==> config.mk <==
export PLATFORM = sky130hd
export DESIGN_NAME = alu_cmd_pipe
export DESIGN_NICKNAME = d
export VERILOG_FILES = /design/src/rtl/alu_cmd_pipe.sv
export SDC_FILE = /design/constraint.sdc
export NUM_CORES = 1
export LEC_CHECK = 0
export ABC_AREA = 0
export BUFFER_PORTS_ARGS = -buffer_cell sky130_fd_sc_hd__clkbuf_2
export CORE_MARGIN = 5
export CORE_UTILIZATION = 45
export DETAILED_ROUTE_END_ITERATION = 10
export GPL_TIMING_DRIVEN = 0
export PLACE_DENSITY = 0.67
export SLEW_MARGIN = 40
export SYNTH_ARGS = -nofsm -noshare
export SYNTH_HDL_FRONTEND = slang
export SYNTH_SLANG_ARGS = --single-unit
==> constraint.sdc <==
create_clock -name clk -period 6.5 [get_ports clk]
set_input_delay 0.975 -clock clk [delete_from_list [all_inputs] [get_ports clk]]
set_output_delay 0.975 -clock clk [all_outputs]
set_load 0.03 [all_outputs]
==> src/rtl/alu_cmd_pipe.sv <==
// Command FIFO feeding an external combinational ALU, with a registered
// valid/ready result stage on the ALU's Y and flag outputs.
module alu_cmd_pipe #(
  parameter int WIDTH = 32,
  parameter int DEPTH = 4,
  parameter int CW    = 3
) (
  input  logic             clk,
  input  logic             rst,
  input  logic             in_valid,
  output logic             in_ready,
  input  logic [WIDTH-1:0] in_a,
  input  logic [WIDTH-1:0] in_b,
  input  logic [3:0]       in_sel,
  input  logic             in_cin,
  output logic [WIDTH-1:0] alu_a,
  output logic [WIDTH-1:0] alu_b,
  output logic [3:0]       alu_sel,
  output logic             alu_cin,
  input  logic [WIDTH-1:0] alu_y,
  input  logic             alu_cout,
  input  logic             alu_neg,
  input  logic             alu_zero,
  input  logic             alu_ovf,
  output logic             out_valid,
  input  logic             out_ready,
  output logic [WIDTH-1:0] out_y,
  output logic [3:0]       out_flags,
  output logic [CW-1:0]    count
);

  localparam int AW = (DEPTH > 1) ? $clog2(DEPTH) : 1;

  typedef struct packed {
    logic [WIDTH-1:0] a;
    logic [WIDTH-1:0] b;
    logic [3:0]       sel;
    logic             cin;
  } cmd_t;

  cmd_t             mem_q [DEPTH];
  cmd_t             in_cmd;
  cmd_t             head;

  logic [AW-1:0]    wr_ptr_q, wr_ptr_d;
  logic [AW-1:0]    rd_ptr_q, rd_ptr_d;
  logic [CW-1:0]    count_q, count_d;
  logic             out_valid_q, out_valid_d;
  logic [WIDTH-1:0] out_y_q, out_y_d;
  logic [3:0]       out_flags_q, out_flags_d;

  logic             push;
  logic             cap;
  logic             not_empty;

  assign in_cmd    = '{a: in_a, b: in_b, sel: in_sel, cin: in_cin};
  assign not_empty = (count_q != '0);
  assign in_ready  = (count_q != CW'(DEPTH));
  assign push      = in_valid && in_ready;
  // The head is consumed whenever the output register is free or being drained.
  assign cap       = not_empty && (!out_valid_q || out_ready);

  // Storage has no reset so it can map onto plain RAM.
  always_ff @(posedge clk) begin
    if (push) begin
      mem_q[wr_ptr_q] <= in_cmd;
    end
  end

  assign head    = mem_q[rd_ptr_q];
  assign alu_a   = not_empty ? head.a   : '0;
  assign alu_b   = not_empty ? head.b   : '0;
  assign alu_sel = not_empty ? head.sel : '0;
  assign alu_cin = not_empty ? head.cin : 1'b0;

  always_comb begin
    wr_ptr_d    = wr_ptr_q;
    rd_ptr_d    = rd_ptr_q;
    count_d     = count_q;
    out_valid_d = out_valid_q;
    out_y_d     = out_y_q;
    out_flags_d = out_flags_q;

    if (push) begin
      wr_ptr_d = wr_ptr_q + AW'(1);
    end
    if (cap) begin
      rd_ptr_d = rd_ptr_q + AW'(1);
    end

    if (push && !cap) begin
      count_d = count_q + CW'(1);
    end else if (!push && cap) begin
      count_d = count_q - CW'(1);
    end

    if (cap) begin
      out_valid_d = 1'b1;
      out_y_d     = alu_y;
      out_flags_d = {alu_cout, alu_neg, alu_zero, alu_ovf};
    end else if (out_valid_q && out_ready) begin
      out_valid_d = 1'b0;
    end
  end

  always_ff @(posedge clk or posedge rst) begin
    if (rst) begin
      wr_ptr_q    <= '0;
      rd_ptr_q    <= '0;
      count_q     <= '0;
      out_valid_q <= 1'b0;
      out_y_q     <= '0;
      out_flags_q <= '0;
    end else begin
      wr_ptr_q    <= wr_ptr_d;
      rd_ptr_q    <= rd_ptr_d;
      count_q     <= count_d;
      out_valid_q <= out_valid_d;
      out_y_q     <= out_y_d;
      out_flags_q <= out_flags_d;
    end
  end

  assign out_valid = out_valid_q;
  assign out_y     = out_y_q;
  assign out_flags = out_flags_q;
  assign count     = count_q;

endmodule

Yosys cells after proc, flatten, opt, wreduce, memory -nomap -nowiden

Memories as Yosys holds them, arrays and structs flattened.
Index checks and enable logic that the tools add are counted.

Register bits: 44
Latch bits: 0
Logic and storage cells: 34
Input port bits: 109
Bits in writable memories: 276
Memories kept: 1
Output and inout bits: 110
Bits in read-only memories: 0

Div/mod/pow operators: 0
Shift-type cells: 0
Eq/ne operators: 1
Multiply operators: 0
Reduce and logical (&&, ||, !) cells: 12
Mux-type cells: 10
Order comparisons: 0
Add/sub/neg operators: 4
Bitwise logic cells: 0

Memories:

| memory | words | bits a word | rd ports | clocked after Yosys merged registers in | wr ports | RTL line | text |
|---|---|---|---|---|---|---|---|
| mem_q  | 4     | 69          | 1        | 0                                       | 1        | 41       | `cmd_t mem_q [DEPTH];` |

Operators by type and width:

| operator            | number |
|---|---|
| $mux 32             | 2 |
| $mux 3              | 2 |
| $logic_and 1x1->1   | 5 |
| $mux 1              | 5 |
| $add 2x1->2 const B | 2 |
| $mux 4              | 1 |
| $reduce_bool 2->1   | 2 |
| $add 3x1->3 const B | 1 |
| $logic_not 1->1     | 3 |
| $ne 3x3->1 const B  | 1 |
| $reduce_bool 3->1   | 1 |
| $sub 3x1->3 const B | 1 |
| $logic_or 1x1->1    | 1 |

Logic depth before layout (Yosys ltp)

Gate-level depths: netlist of run 1.

Depth in word-level cells: 6
Depth in mapped cells: 10
Gate-level depth less buffers: 9

Least setup slack after synthesis of run 1

OpenSTA, ideal clock, no wires.

Path type: input port to flip-flop
Start point: input in_valid
End point: memory mem_q[0][0] (netlist bit), enable pin
Required time: 6.065 ns
Path buffers: 0
Arrival: 3.017 ns
Stages on the path: 2
Setup time: 0.435 ns
Setup slack: 3.048 ns
Cell sequence: a21boi_1 > and2_1

Longest elaborated chain between the ends: 3

RTL lines:

| what                         | RTL line | text |
|---|---|---|
| start, declared              | 10       | `input logic in_valid,` |
| $logic_and 1x1->1            | 59       | `assign push = in_valid && in_ready;` |
| $mux 1                       | 65       | `if (push) begin` |
| $mux 1 (not written as such) | 66       | `mem_q[wr_ptr_q] <= in_cmd;` |
| end, declared                | 41       |  |

No other way between the ends.

Worst setup path after layout of run 1

Start point: register rd_ptr_q[1]
End point: output alu_b[28]

Longest elaborated chain between the ends: 2

RTL lines:

| what                   | RTL line | text |
|---|---|---|
| start, declared        | 46       | `logic [AW-1:0] rd_ptr_q, rd_ptr_d;` |
| start signal, assigned | 116      | `rd_ptr_q <= rd_ptr_d;` |
| $mem_v2 4x69           | n/a      |  |
| $mux 32                | 72       | `assign alu_b = not_empty ? head.b : '0;` |
| end, declared          | 17       | `output logic [WIDTH-1:0] alu_b,` |

No other way between the ends.

==> results of run 1 <==
## worst max-delay path by stage
stage	from	end	slack [ns]	depth (start not counted)
6_report	rd_ptr_q[1]	alu_b[28]	3.08	5
5_1_grt	count[2]	alu_b[29]	2.82	4
4_1_cts	count[2]	alu_b[27]	2.91	4
3_5_place_dp	count[2]	alu_b[27]	3.46	4
3_3_place_gp	in_valid	mem_q[3][29]	1.60	3
2_1_floorplan	in_valid	mem_q[0][0]	3.05	2
## cells by family (layout without fill, tap and decap cells)
| family | Yosys count | after routing | synth area share |
|---|---|---|---|
| AO/OA/AOI/OAI | 1 | 1 | 0.0006122 |
| multiplexers | 107 | 107 | 0.1677 |
| buffers and inverters | 32 | 323 | 0.01397 |
| flip-flops | 320 | 320 | 0.7653 |
| adder cells (fa/ha/maj) | 6 | 6 | 0.006731 |
| AND/OR/NAND/NOR | 81 | 81 | 0.04141 |
| XOR/XNOR | 6 | 6 | 0.004284 |
## sequential cells by signal (all words and copies together) (netlist names)
signal,cells
out_valid,1
count,3
wr_ptr_q,2
rd_ptr_q,2
mem_q,276
out_y,32
out_flags,4
## placed cells by master, fill, tap and decap left out, types with 3 or more instances in the layout
master and instances:
clkbuf_16 37, buf_12 7, buf_4 6, clkinv_1 9, mux2_4 20, clkinv_2 3, mux2_1 17, xnor2_1 3
nor2b_1 70, clkbuf_1 20, buf_2 5, and2_4 4, buf_6 3, edfxtp_1 276, inv_1 3, mux4_2 69
xor2_1 3, dfrtp_1 44, clkbuf_2 218, ha_1 5
## worst max-delay path: cells and delay by family, from the launching register on
| kind | cells | cell delay, ns |
|---|---|---|
| buffers and inverters | 3 | 1.05 |
| DFF | 1 | 0.33 |
| muxes | 1 | 0.41 |
| and+or+nand+nor | 1 | 0.14 |
## per-stage QoR
step                      setup WS [ns]  power [mW]  std cells
after floorplan                   3.048       5.149        553
after global placement            1.600       6.060       1112
after detailed placement          3.460       6.175       1121
after CTS                         2.908       8.086       1185
after global routing              2.824       8.356       1185
final                             3.084       7.946       1185
## area by class of cell
type | instances | area (µm²) | share of cell area
buffer | 27 | 152.6 | 0.01010
clock buffer | 44 | 952.2 | 0.06302
clock inverter | 20 | 166.4 | 0.01101
inverter | 5 | 18.77 | 0.001242
multi-input combinational | 201 | 2718 | 0.1799
sequential | 320 | 9389 | 0.6214
tap | 341 | 426.7 | 0.02824
timing repair buffer | 227 | 1286 | 0.08513
## per-layer routing
layer,up-vias,track usage
li1,2747,-
met1,3109,0.2018
met2,257,0.2848
met3,39,0.05517
met4,4,0.04190
met5,-,0
## power breakdown
part	switching [mW]	internal [mW]
logic	1.99	1.18
clock network	0.759	1.13
registers	0.157	2.74
total	2.91	5.04
==> key figures, run 1 <==
Floorplan
  – Core ar.: 26880 µm²
  – Die area: 30660 µm²
  – Row cnt: 60
  – Die width: 175.1 µm
  – Die height: 175.1 µm
  – # IOs: 219
  – Starting Density: 0.4565

CTS
  – Setup bufs post-CTS: 0
  – Clock Tree Buf Depth: 3
  – Inserted Clock Buffers: 36
  – CTS root buffer: clkbuf_16
  – Clock-pin slew on the worst setup and hold paths: 0.06 ns
  – Skew-Pair Late Insertion Delay: 0.50 ns
  – CTS tree: built
  – Max H-tree Level: 2
  – # clock sinks: 320
  – CTS resizes: 0
  – CTS Hold Bufs: 0

Logic synthesis
  – Warnings, synthesis: 0
  – Post-synthesis sequential area ratio: 0.7653
  – Number of enable flip-flop cells after synthesis: 276
  – Synth Instances: 553
  – Ys async rst share: 0.1375
  – Synth area leaders: edfxtp_1 68%, mux4_2 13%, dfrtp_1 9.0%
  – Count leader, synth: edfxtp_1
  – Post-synthesis cell type count: 24
  – Synthesized area: 12270 µm²
  – Most area-hungry cell type in the Yosys netlist: edfxtp_1
  – Synthesized area per cell: 22.18 µm²
  – Top cell type's share of synthesized area: 0.6756
  – Synth cell count leaders: 276 x edfxtp_1, 70 x nor2b_1, 69 x mux4_2
  – Ys flop type: edfxtp_1
  – Syn Nets: 668
  – #FFs+latches synth: 320

Global routing
  – GRT Total Usage: 0.1651
  – Initial antenna violation count: 2
  – Vias in the first global route: 6825
  – First-pass GRT wire length: 39340 µm
  – Global route total overflow: 0
  – Pin count of the biggest net entering global routing: 35

Placed design
  – GPL Wtd Cong: 0.8028
  – Area of placed instances: 13990 µm²
  – Port-buffer cells: 218
  – Detailed Place HPWL: 17350 µm

Critical path
  – Worst Setup Start Kind: register
  – Slowest stage delay, CP: 0.58 ns
  – Crit path cell chain: buf_2 > clkbuf_1 > mux4_2 > nor2b_1 > clkbuf_2
  – Reg2Reg Depth: 10
  – Flop-to-flop setup slack: 3.85 ns
  – Crit. End Element: primary output
  – CP Max Fanout: 10
  – Critical path type: reg2out
  – FF-to-FF Start: count[2]
  – Critical Path AT: 2.44 ns
  – CP Data Required Time: 5.52 ns
  – FF-to-FF End: count[2]
  – Slowest CP cell: clkbuf_1

Routing
  – Wire length on met2: 12710 µm
  – WL met3: 2126 µm
  – Uppermost layer routed: met5
  – Metal-1 WL: 9959 µm
  – Iter 0 DRT Violations: 279
  – First-pass DRT Iterations: 5
  – Post-route ant nets: 0
  – Via density: 5.195
  – Routed wire per std cell: 21.37 µm
  – DRC viols: 0
  – Drt total wl: 25330 µm
  – Total number of vias: 6156

Timing
  – Final Max Slew Viols: 0
  – Normalized max-slew margin: 0.5272
  – Final setup fails: 0
  – Final period utilization: 0.5255
  – Slew @ Worst Pin: 0.7092 ns
  – Highest clock rate: 292.7 MHz
  – Hold WS: 0.4403 ns
  – Setup_tns: 0 ns
  – Layout Skew: 0.02296 ns
  – Crit path time final: 3.416 ns
  – RSZ-0062 raised after global routing: no
  – Final Hold Fails: 0

Cells and area
  – Ratio of cells with drive above 1 in the final layout: 0.4573
  – Post-Layout Inst Area: 15110 µm²
  – # fillers: 2091
  – Fin nets: 933
  – Layout Utilization: 0.5622
  – Antenna Cells: 0
  – Layout Area Growth over Synthesis: 23.16%

Worst hold path
  – Worst hold-check path type: in2async

Run
  – MaxCap Viol Count: 0

Pwr
  – Worst vdd ir: 0.0002775 V
  – Pwr/cell area: 525.9 nW/µm²
  – Leak pwr: 5.632 nW

Status
  – Status: finished clean
No activity file was read; power rests on OpenSTA's default activity.
==> inputs of run 2 (changes only) <==
Settings changed: ABC_AREA 0 to 1, PLACE_DENSITY 0.67 to 0.68.
Clock period 6.5 ns to 3.1 ns, I/O delays scaled along.
==> key figures, run 2 <==
Global routing
  – Pin count of the biggest net entering global routing: 24 (-31%)
  – GRT Total Usage: 0.1902 (+0.02508)
  – Global route total overflow: 0 (unchanged)
  – Initial antenna violation count: 4 (+2)
  – First-pass GRT wire length: 51070 µm (+30%)
  – Vias in the first global route: 9507 (+39%)

Routing
  – DRC viols: 0 (unchanged)
  – Total number of vias: 9536 (+55%)
  – Iter 0 DRT Violations: 438 (+57%)
  – Drt total wl: 32580 µm (+29%)
  – Via density: 4.763 (-8.3%)
  – Post-route ant nets: 0 (unchanged)
  – Routed wire per std cell: 16.27 µm (-24%)
  – First-pass DRT Iterations: 5 (unchanged)

Placed design
  – Area of placed instances: 15800 µm² (+13%)
  – Port-buffer cells: 218 (unchanged)
  – Pre-CTS WS: 0.7417 ns (-2.719 ns)
  – Detailed Place HPWL: 22330 µm (+29%)
  – GPL Wtd Cong: 0.7968 (-0.75%)

Timing
  – Final worst setup slack: 0.2730 ns (-2.811 ns)
  – Final period utilization: 0.9119
  – Layout Skew: 0.01268 ns (-0.01027 ns)
  – Highest clock rate: 353.7 MHz
  – Final Hold Fails: 0 (unchanged)
  – Hold WS: 0.1801 ns (-0.2602 ns)
  – Normalized max-slew margin: 0.5920 (+0.06476)
  – Final Max Slew Viols: 0 (unchanged)
  – Crit path time final: 2.827 ns
  – Slew @ Worst Pin: 0.6121 ns (-0.09715 ns)
  – Final setup fails: 0 (unchanged)
  – RSZ-0062 raised after global routing: no

Logic synthesis
  – Synthesized area per cell: 10.59 µm² (-52%)
  – #FFs+latches synth: 320 (unchanged)
  – Syn Nets: 1422 (+110%)
  – Adder-cell share of the synthesized area: 0.005968 (-0.0007633)
  – Post-synthesis sequential area ratio: 0.6785 (-0.08678)
  – Synth cell count leaders: 345 x nand2_1, 291 x inv_1, 276 x edfxtp_1
  – Number of enable flip-flop cells after synthesis: 276 (unchanged)
  – Ys flop type: edfxtp_1
  – Most area-hungry cell type in the Yosys netlist: edfxtp_1
  – Mux cell area share after synthesis: 0 (-0.1677)
  – Synth Area in Simple Gates: 0.1743 (+0.1329)
  – Synthesized area: 13840 µm² (+13%)
  – Count leader, synth: nand2_1
  – Largest family of logic cells by synthesized area: simple AND/OR/NAND/NOR gates
  – Top cell type's share of synthesized area: 0.5990 (-0.07660)
  – Synth Area in Compound Gates: 0.02975 (+0.02914)
  – Ys async rst share: 0.1375 (unchanged)
  – Synth area leaders: edfxtp_1 60%, nand2_1 9.4%, dfrtp_1 8.0%
  – Warnings, synthesis: 0 (unchanged)
  – XOR/XNOR Fraction of Synth Area: 0.001266 (-0.003018)
  – Synth Instances: 1307 (+140%)
  – Post-synthesis cell type count: 23 (-4.2%)

Status
  – Status: finished clean

CTS
  – Setup bufs post-CTS: 0 (unchanged)
  – CTS Hold Bufs: 1 (+1)
  – Clock Tree Buf Depth: 3 (unchanged)
  – Skew-Pair Late Insertion Delay: 0.50 ns (about the same)
  – CTS root buffer: clkbuf_16
  – Inserted Clock Buffers: 35 (-2.8%)
  – Max H-tree Level: 2 (unchanged)
  – Clock-pin slew on the worst setup and hold paths: 0.06 ns (about the same)
  – CTS tree: built
  – # clock sinks: 320 (unchanged)
  – CTS resizes: 0 (unchanged)

Critical path
  – CP Data Required Time: 2.63 ns (-2.89 ns)
  – Slowest CP cell: clkbuf_1
  – Crit path cell chain: inv_1 > nand3_1 > inv_2 > clkbuf_1 > a21oi_1 > clkbuf_2
  – Crit. End Element: primary output
  – Critical path type: reg2out
  – CP delay by family, top: buffers and inverters
  – CP Max Fanout: 10 (unchanged)
  – Worst Setup Start Kind: register
  – Critical Path AT: 2.36 ns (-0.08 ns)
  – Crit path buffers/inverters: 4 (+1)
  – Slowest stage delay, CP: 0.46 ns (-0.12 ns)

Cells and area
  – Max reg flops: 276 (unchanged)
  – Post-Layout Inst Area: 16880 µm² (+12%)
  – Most frequent cells in the layout: 345 x nand2_1, 290 x inv_1, 276 x edfxtp_1, 218 x clkbuf_2, 164 x nand3_1
  – Largest reg by FF count: mem_q
  – # fillers: 2606 (+25%)
  – Ratio of cells with drive above 1 in the final layout: 0.2424 (-0.2150)
  – Fin nets: 1696 (+82%)
  – Commonest non-fill, non-tap cell in the layout: nand2_1
  – Layout Area Growth over Synthesis: 22.02%

Floorplan
  – # IOs: 219 (unchanged)
  – Die width: 185.4 µm (+5.9%)
  – Starting Density: 0.4535 (-0.002936)
  – Row cnt: 64 (+6.7%)
  – Die height: 185.4 µm (+5.9%)
  – Die area: 34360 µm² (+12%)
  – Core ar.: 30510 µm² (+14%)

Run
  – MaxCap Viol Count: 0 (unchanged)

Pwr
  – Worst vdd ir: 0.0006676 V (+140%)
  – Leak pwr: 7.936 nW (+41%)
  – Pwr/cell area: 1087 nW/µm² (+110%)

Worst hold path
  – Worst hold-check path type: in2reg
## run 2: cell count changes in the layout (fill, tap and decap cells not counted), moves of 24 or more
cell,delta
nand2_1,+343
inv_1,+287
nand3_1,+164
nor2b_1,-70
mux4_2,-69
a21oi_1,+54
buf_2,+24
## run 2: cell type report
| cell class | count | area (µm²) | area share |
|---|---|---|---|
| multi-input combinational | 628 | 2954 | 0.1750 |
| tap | 396 | 495.5 | 0.02935 |
| clock buffer | 51 | 998.5 | 0.05914 |
| clock inverter | 10 | 71.32 | 0.004224 |
| antenna | 1 | 2.502 | 0.0001482 |
| sequential | 320 | 9389 | 0.5561 |
| inverter | 294 | 1107 | 0.06558 |
| buffer | 65 | 419.2 | 0.02483 |
| timing repair buffer | 237 | 1446 | 0.08567 |
## run 2: per-layer routing
layer	GRT usage	up-vias	wire [µm]
li1	-	4697	-
met1	0.2471	4467	13270
met2	0.3155	302	15640
met3	0.05518	64	2853
met4	0.04991	6	781
met5	0	-	40
## run 2: worst register-to-register path, cell delays in order (launching register included)
cell and delay [ns]:
dfrtp_1 0.43, inv_1 0.08, nand3_1 0.13, nand2_1 0.30, nor2_4 0.51, buf_8 0.26
buf_8 0.21
## run 2: cells by family after synthesis
kind of cell | after synthesis
xor+xnor | 2
fa+ha+maj | 6
buf+inv | 359
compound gates | 71
flops | 320
simple gates | 549
## run 2: through the flow
stage,power (mW),TNS [ns],utilization,instances
2_1_floorplan,11.81,-112.15,-,1307
3_3_place_gp,14.38,-417.99,0.5059,1921
3_5_place_dp,14.70,0,0.5179,1939
4_1_cts,18.61,0,0.5533,2001
5_1_grt,19.50,0,0.5534,2002
6_report,18.36,0,0.5534,2002
## run 2: worst paths after layout
kind	from	endpoint	slack, ns	cells after the start
max in group asynchronous	rst	count[2]	2.21	4
hold / removal	in_a[2]	mem_q[0][39]	0.18	1
setup reg to reg	count[0]	mem_q[1][15]	0.86	6
min in group asynchronous	rst	out_y[13]	0.47	3
hold reg to reg	out_y[19]	out_y[19]	0.47	2
setup / recovery	count[1]	alu_a[0]	0.27	6
## run 2: power breakdown
part	leakage [nW]	internal [mW]	switching (mW)
clock	0.518	2.31	1.56
sequential	3.06	5.74	0.309
combinational	4.36	2.44	6.01
==> inputs of run 3 (changes only) <==
Settings changed: MAX_ROUTING_LAYER set to met4, SLEW_MARGIN 40 to 25.
==> key figures, run 3 (synthesis gave the netlist of run 2 again) <==
Global routing
  – Pin count of the biggest net entering global routing: 24 (unchanged)
  – Global route total overflow: 0 (unchanged)
  – Initial antenna violation count: 5 (+1)
  – Vias in the first global route: 9551 (+0.46%)
  – GRT Total Usage: 0.1946 (+0.004378)
  – First-pass GRT wire length: 50630 µm (-0.88%)

Timing
  – Layout Skew: 0.009484 ns (-0.003199 ns)
  – Final period utilization: 0.9325 (+0.02056)
  – RSZ-0062 raised after global routing: no
  – Final Hold Fails: 0 (unchanged)
  – Normalized max-slew margin: 0.5198 (-0.07213)
  – Crit path time final: 2.891 ns (+0.06374 ns)
  – Highest clock rate: 345.9 MHz (-2.2%)
  – Slew @ Worst Pin: 0.7185 ns (+0.1065 ns)
  – Setup_tns: 0 ns (unchanged)
  – Final Max Slew Viols: 0 (unchanged)
  – Final setup fails: 0 (unchanged)

Status
  – Status: finished clean

CTS
  – Clock-pin slew on the worst setup and hold paths: 0.06 ns (about the same)
  – # clock sinks: 320 (unchanged)
  – CTS root buffer: clkbuf_16
  – CTS tree: built
  – Clock Tree Buf Depth: 3 (unchanged)
  – CTS resizes: 0 (unchanged)
  – Inserted Clock Buffers: 35 (unchanged)
  – Max H-tree Level: 2 (unchanged)
  – Skew-Pair Late Insertion Delay: 0.50 ns (about the same)

Routing
  – DRC viols: 0 (unchanged)
  – First-pass DRT Iterations: 5 (unchanged)
  – Total number of vias: 9533 (-0.031%)
  – Routed wire per std cell: 16.37 µm (+0.61%)
  – Post-route ant nets: 0 (unchanged)
  – Via density: 4.762 (about the same)
  – Iter 0 DRT Violations: 464 (+5.9%)
  – Drt total wl: 32780 µm (+0.61%)

Placed design
  – Port-buffer cells: 218 (unchanged)
  – Detailed Place HPWL: 22030 µm (-1.3%)
  – Placed Cells incl. Taps: 1934 (-0.26%)
  – GPL Wtd Cong: 0.8082 (+1.4%)

Pwr
  – Net Sw Frac: 0.4255 (-0.003076)
  – Int Power: 10.66 mW (+1.6%)
  – Clk pwr share: 0.219 (+0.009)
  – Leak pwr: 7.949 nW (+0.18%)
  – Worst vdd ir: 0.0007689 V (+15%)
  – Pwr/cell area: 1095 nW/µm² (+0.68%)
  – Psw: 7.893 mW (+0.30%)
  – Combinational share of power: 0.455 (-0.005)
  – Part of the power in registers: 0.326 (-0.004)

Cells and area
  – Commonest non-fill, non-tap cell in the layout: nand2_1
  – Most frequent cells in the layout: 345 x nand2_1, 290 x inv_1, 276 x edfxtp_1, 218 x clkbuf_2, 164 x nand3_1
  – Largest reg by FF count: mem_q
  – Fin nets: 1691 (-0.29%)
  – Ratio of cells with drive above 1 in the final layout: 0.2417 (-0.0006437)
  – Max reg flops: 276 (unchanged)
  – Layout Area Growth over Synthesis: 22.43%
  – Finished Layout Cells: 2002 (unchanged)

Floorplan
  – Die area: 34360 µm² (unchanged)
  – Die height: 185.4 µm (unchanged)
  – # IOs: 219 (unchanged)
  – Die width: 185.4 µm (unchanged)
  – Row cnt: 64 (unchanged)
  – Core ar.: 30510 µm² (unchanged)
  – Starting Density: 0.4535 (unchanged)

Critical path
  – CP Max Fanout: 10 (unchanged)
  – Critical path type: reg2out
  – CP Data Required Time: 2.63 ns (about the same)
  – Crit. End Element: primary output
  – Critical Path AT: 2.43 ns (+0.07 ns)
  – Worst Setup Start Kind: register

Worst hold path
  – Worst hold-check path type: in2reg

Run
  – MaxCap Viol Count: 0 (unchanged)
## run 3: cell count changes in the layout (fill, tap and decap cells not counted), sizes merged
cell    change
buf         -5
diode       +4
clkbuf      +2
clkinv      -2
bufinv      +1
## run 3: per-stage QoR
step                setup slack [ns]  cell area (µm²)  total power, mW  hold WS [ns]    util
finish                        0.2093            16940            18.55        0.1841  0.5553
global route                 0.07550            16940            19.67        0.1609  0.5553
CTS                           0.1587            16930            18.78        0.1585  0.5549
detailed placement            0.6953            15780            14.69        0.4609  0.5173
global placement              -1.552            15430            14.38        0.4545  0.5059
floorplan                    -0.4063            13850            11.81        0.4969       -
## run 3: cell type report
class | count | area, µm²
well taps | 396 | 495.5
fillers | 2622 | 13570
clock inverters | 9 | 91.34
flip-flops and latches | 320 | 9389
multi-input cells | 628 | 2954
clock buffers | 53 | 1046
diodes | 5 | 12.51
inverters | 294 | 1105
plain buffers | 65 | 419.2
repair buffers | 232 | 1429
## run 3: final timing paths
kind                                start            to  slack (ns)  depth (start not counted)
worst max-delay path             count[0]      alu_a[0]        0.21                          6
worst max register to register   count[0]  mem_q[1][15]        0.76                          6
max in group asynchronous             rst      count[2]        2.06                          4
worst min register to register  out_y[31]     out_y[31]        0.47                          2
min in group asynchronous             rst     out_y[15]        0.54                          3
worst min-delay path              in_a[2]  mem_q[0][39]        0.18                          1
## run 3: critical path: stages, from the launching register on
cell,delay [ns]
dfrtp_1,0.44
inv_1,0.10
nand3_1,0.19
inv_2,0.27
clkbuf_1,0.48
a21oi_1,0.20
clkbuf_2,0.24
## run 3: repair_timing
item                                    in CTS  in global routing
hold buffers                                 1                  0
endpoints found under the hold margin       21                  0
buffers inserted                             0                  0
endpoints found under the setup margin       0                  0
## run 3: metal layers
layer / vias up / GRT usage / wire length (µm)
li1: 4695 / - / -
met1: 4464 / 0.2487 / 13600
met2: 321 / 0.3152 / 15730
met3: 53 / 0.04595 / 2775
met4: 0 / 0.05138 / 670
met5: - / - / 0
## run 3: power groups by stage
stage	registers [mW]	logic [mW]	clock network (mW)
4_1_cts	6.06	8.58	4.15
6_report	6.05	8.44	4.06
3_5_place_dp	6.13	8.56	0
5_1_grt	6.14	9.18	4.35
2_1_floorplan	6.64	5.17	0
3_3_place_gp	6.20	8.18	0
